--- config.mk ---
export PLATFORM = sky130hd
export DESIGN_NAME = xor_arbiter
export DESIGN_NICKNAME = d
export VERILOG_FILES = /design/src/rtl/xor_arbiter.sv
export SDC_FILE = /design/constraint.sdc
export NUM_CORES = 1
export LEC_CHECK = 0
export ABC_CLOCK_PERIOD_IN_PS = 1600
export CORE_ASPECT_RATIO = 0.8
export CORE_MARGIN = 2
export CORE_UTILIZATION = 39
export CTS_BUF_LIST = sky130_fd_sc_hd__clkbuf_2
export CTS_CLUSTER_SIZE = 40
export DETAILED_ROUTE_END_ITERATION = 12
export PLACE_DENSITY = 0.86
export SETUP_SLACK_MARGIN = 0.02
export SYNTH_ARGS = -nofsm -noshare
export SYNTH_HDL_FRONTEND = slang
export SYNTH_SLANG_ARGS = --single-unit
--- constraint.sdc ---
create_clock -name clk -period 1.6 [get_ports clk]
set_clock_uncertainty 0.2 [all_clocks]
set_input_delay 0.24 -clock clk [delete_from_list [all_inputs] [get_ports clk]]
set_output_delay 0.24 -clock clk [all_outputs]
set_load 0.01 [all_outputs]
--- src/rtl/xor_arbiter.sv ---
// Two-port round-robin arbiter feeding a single registered XOR result slot.
// The slot refills in the same edge it drains, so transfers can run back to back.
//
//  state | meaning
//  ------+--------------------------------------------------
//  EMPTY | result slot holds no undelivered result
//  FULL  | out_y/out_id hold a result waiting for out_ready
module xor_arbiter #(
    parameter int WIDTH = 8
) (
    input  logic             clk,
    input  logic             rst_n,
    input  logic             req0,
    input  logic [WIDTH-1:0] a0,
    input  logic [WIDTH-1:0] b0,
    output logic             gnt0,
    input  logic             req1,
    input  logic [WIDTH-1:0] a1,
    input  logic [WIDTH-1:0] b1,
    output logic             gnt1,
    output logic             out_valid,
    output logic [WIDTH-1:0] out_y,
    output logic             out_id,
    input  logic             out_ready,
    output logic [7:0]       done_cnt
);

    typedef enum logic {
        EMPTY = 1'b0,
        FULL  = 1'b1
    } state_t;

    state_t           state_q, state_d;
    logic [WIDTH-1:0] y_q, y_d;
    logic             id_q, id_d;
    logic             last_id_q, last_id_d;
    logic [7:0]       done_q, done_d;
    logic             can_accept;
    logic             deliver;
    logic             g0, g1;

    always_ff @(posedge clk or negedge rst_n) begin
        if (!rst_n) begin
            state_q   <= EMPTY;
            y_q       <= '0;
            id_q      <= 1'b0;
            last_id_q <= 1'b1;
            done_q    <= 8'd0;
        end else begin
            state_q   <= state_d;
            y_q       <= y_d;
            id_q      <= id_d;
            last_id_q <= last_id_d;
            done_q    <= done_d;
        end
    end

    always_comb begin
        can_accept = (state_q == EMPTY) || out_ready;
        deliver    = (state_q == FULL) && out_ready;
        // Grants are gated by rst_n so nothing is offered while reset is held.
        g0 = rst_n && can_accept && req0 && (!req1 || last_id_q);
        g1 = rst_n && can_accept && req1 && (!req0 || !last_id_q);

        state_d   = state_q;
        y_d       = y_q;
        id_d      = id_q;
        last_id_d = last_id_q;
        done_d    = done_q;

        if (g0) begin
            y_d       = a0 ^ b0;
            id_d      = 1'b0;
            last_id_d = 1'b0;
            state_d   = FULL;
        end else if (g1) begin
            y_d       = a1 ^ b1;
            id_d      = 1'b1;
            last_id_d = 1'b1;
            state_d   = FULL;
        end else if (deliver) begin
            state_d = EMPTY;
        end

        if (deliver) begin
            done_d = done_q + 8'd1;
        end
    end

    assign gnt0      = g0;
    assign gnt1      = g1;
    assign out_valid = (state_q == FULL);
    assign out_y     = y_q;
    assign out_id    = id_q;
    assign done_cnt  = done_q;

endmodule

Word level (Yosys, flattened, before mapping). Index checks and enable logic that the tools add are counted.

Bitwise gates (word level): 3. Multiplexer cells: 7. $add $sub $neg: 1. Reduce and logical (&&, ||, !) cells: 14.

Operators by type and width (count): $mux W8 (2); $xor A8 B8 Y8 (2); $add A8 B1 Y8 const B (1); $logic_and A1 B1 Y1 (6); $mux W1 (5); $logic_not A1 Y1 (3); $logic_or A1 B1 Y1 (3); $reduce_bool A3 Y1 (1); $reduce_bool A2 Y1 (1); $not A1 Y1 (1).

Flip-flop bits (word level): 19. Word-level logic and storage cells: 30. Input port bits: 37.

Logic depth before layout (Yosys ltp).
Depth in word-level cells: 7. Depth in mapped cells: 5. Gate-level depth less buffers: 5.

Worst setup path after synthesis. OpenSTA, ideal clock, no wires.

Path type: flip-flop to output port. Start: reg state_q, in the netlist out_valid. End: out gnt0. Buffers on the path: 1. Data required time: 1.160 ns. Setup slack: 0.178 ns. Arrival time: 0.982 ns. Cell stages (with the launch flop): 5. Path through: dfrtp_1 -> nand2b_2 -> o2111ai_4 -> buf_6 -> inv_2.

Word-level cells in the longest chain between the ends: 5.

RTL lines: start, declared (RTL line 33) `state_t state_q, state_d;`; start signal, assigned (RTL line 50) `state_q <= state_d;`; $not A1 Y1 (RTL line 59) `can_accept = (state_q == EMPTY) || out_ready;`; $logic_or A1 B1 Y1 (RTL line 59); $logic_and A1 B1 Y1 (3 in series) (RTL line 62) `g0 = rst_n && can_accept && req0 && (!req1 || last_id_q);`; end, declared (RTL line 16) `output logic gnt0,`.

Every way passes these cells.

Final worst setup path.
Start: reg last_id_q. End: out gnt0.

Word-level cells in the longest chain between the ends: 2.

RTL lines: start, declared (RTL line 36) `logic last_id_q, last_id_d;`; start signal, assigned (RTL line 53) `last_id_q <= last_id_d;`; $logic_or A1 B1 Y1 (RTL line 62); $logic_and A1 B1 Y1 (RTL line 62).

Every way passes these cells.

==> impl_metrics.env <==
export IMPL_cp_startpoint="last_id_q$_DFFE_PN1P_"
export IMPL_power_leakage_nw=0.825
export IMPL_reg2reg_to="done_cnt[7]$_DFFE_PN0P_"
export IMPL_startpoint_type="flop"
export IMPL_top_usage_layer="met2"
export IMPL_arrival_ps=1320
export IMPL_max_freq_mhz=567
export IMPL_power_density_mw_per_mm2=1030
export IMPL_die_area_mm2=0.00296
export IMPL_root_buffer="clkbuf_2"
export IMPL_first_pass_iters=4
export IMPL_cts_tree="built"
export IMPL_worst_path_buf_inv=3
export IMPL_core_area_mm2=0.00242
export IMPL_reg2reg_from="out_valid$_DFFE_PN0P_"
export IMPL_critPathRequiredTime_ps=1160
export IMPL_drc_errors=0
export IMPL_hold_class="in2async"
export IMPL_ys_types=21
export IMPL_cpMaxStageDelayCell="dfstp_2"
export IMPL_slew_viol_final=0
export IMPL_htreeDepth=1
export IMPL_grt_max_degree=18
export IMPL_yosysSeqAreaShare=0.482
export IMPL_postSynthCellCount=93
export IMPL_dr_first_iter_drc_count=17
export IMPL_synth_seq_cells=19
export IMPL_rsz0062_at_grt="yes"
export IMPL_drt_total_wl_um=2550
export IMPL_setup_violations=2
export IMPL_cts_hold_buf=0
export IMPL_antenna_found_initial=0
export IMPL_place_congestion=0.769
export IMPL_crit_family="flip-flops"
export IMPL_drive_gt1_frac=0.240
export IMPL_grt_pass1_wl_um=4280
export IMPL_wl_per_cell_um=12.3
export IMPL_dpl_worst_slack_ps=-500
export IMPL_grtUsageMet1=0.242
export IMPL_yosysWarnings=0
export IMPL_placed_cell_area_mm2=0.00164
export IMPL_final_util=0.728
export IMPL_crit_chain="buf_4 > o2111ai_4 > inv_2 > buf_6"
export IMPL_finalCritPeriodShare=1.10
export IMPL_hold_viol_final=0
export IMPL_start_util=0.409
export IMPL_crit_path_end_kind="output port"
export IMPL_reg2reg_slack_ps=60
export IMPL_tns_ps=-321
export IMPL_cpPeakStageDelay_ps=580
export IMPL_grt_ovfl_total=0
export IMPL_hpwlAfterDp_um=1950
export IMPL_n_antenna_cell=0
export IMPL_drv_cap=0
export IMPL_numCtsBuffers=3
export IMPL_fin_ws_ps=-162
export IMPL_die_width_um=60.3
export IMPL_numPortBuffers=56
export IMPL_nNetsFinal=210
export IMPL_ant_nets=0
export IMPL_postLayoutCellArea_mm2=0.00176
export IMPL_die_h_um=49.1
export IMPL_clock_latency_ps=320
export IMPL_syn_avg_cell_area_um2=10.6
export IMPL_crit_type="reg2out"
export IMPL_met2_usage=0.312
export IMPL_grt_pass1_vias=954
export IMPL_status="finished with violations"
export IMPL_pin_count=57
export IMPL_r2r_cells=6
export IMPL_syn_area_um2=990
export IMPL_ir_worst_vdd_v=0.000564
export IMPL_floorplan_rows=16
export IMPL_tightest_slew_ps=260
export IMPL_grt_usage=0.194
export IMPL_p_total_mw=1.83
export IMPL_clockBufferDepth=2
export IMPL_critPathMaxFanout=2
export IMPL_min_period_ps=1760
export IMPL_cts_sinks=19
export IMPL_clk_pin_slew_ps=170
export IMPL_synthesis_nets=131
export IMPL_grt_util_met3=0.0716
export IMPL_slew_headroom=0.826
export IMPL_dp_cells=191
export IMPL_vias=965
export IMPL_final_cells=207
export IMPL_violations="negative setup slack"
export IMPL_via_per_inst=4.66
export IMPL_hold_slack_ps=198
export IMPL_area_growth_pct=78.3
## area by class of cell
class	count	area, um2
repair buffers	76	698
clock buffers	4	20.0
inverters	3	11.3
well taps	36	45.0
fillers	189	658
multi-input cells	69	513
flip-flops and latches	19	477
## timing repair
action,in CTS,in global routing
setup buffers,10,2
endpoints found under the setup margin,21,12
resized for setup,35,8
pin swaps,1,6
## logic make-up after synthesis
| kind of cell | share of synthesized area |
|---|---|
| AO/OA/AOI/OAI | 0.119 |
| XOR/XNOR | 0.204 |
| adder cells (fa/ha/maj) | 0.0126 |
| buffers and inverters | 0.0278 |
| flip-flops | 0.482 |
| multiplexers | 0.0215 |
| AND/OR/NAND/NOR | 0.134 |
## cells in the mapped netlist
cell type,instances,area (um2)
dfrtp_1,18,450
xor2_1,12,105
xnor2_1,11,96.3
nand2_1,10,37.5
nor2_1,9,33.8
o21ai_1,8,40.0
o22ai_1,7,43.8
inv_2,3,11.3
nand4_1,3,18.8
and2_1,1,6.26
and3_1,1,6.26
buf_2,1,5.00
buf_6,1,11.3
dfstp_2,1,26.3
ha_1,1,12.5
mux2_2,1,11.3
mux2i_1,1,10.0
nand2b_2,1,8.76
nand4_4,1,21.3
o2111ai_4,1,26.3
o211ai_1,1,7.51
## report_power, final
group,switching (mW),internal [mW]
combinational,0.380,0.507
sequential,0.0931,0.628
clock,0.151,0.0662
## per-layer routing
layer	up-vias	part of all wire
li1	475	-
met1	439	0.42
met2	46	0.48
met3	5	0.089
met4	0	0.012
met5	-	0
## worst max path at each step
stage                     endpoint  slack, ps  cells after the start
after floorplan               gnt0        180                      4
after global placement        gnt0       -480                      5
after detailed placement      gnt0       -500                      5
after CTS                     gnt1       -170                      5
after global routing          gnt1       -230                      5
final                         gnt0       -160                      4
## flip-flops by register name, summed over array words and instances, names as in the netlist
name and flops:
done_cnt 8, out_y 8, last_id_q 1, out_id 1
out_valid 1
## placed cells by master, fill, tap and decap left out, types with 3 or more instances in the layout
master	count
o21ai_1	8
dlygate4sd2_1	17
xor2_1	12
xnor2_1	11
nor2_2	3
nor2_1	6
buf_6	3
clkdlybuf4s50_1	36
nand4_1	3
inv_2	3
nand2_1	9
dfrtp_1	18
clkbuf_2	4
buf_4	18
o22ai_1	7
No activity file was read; power rests on OpenSTA's default activity.
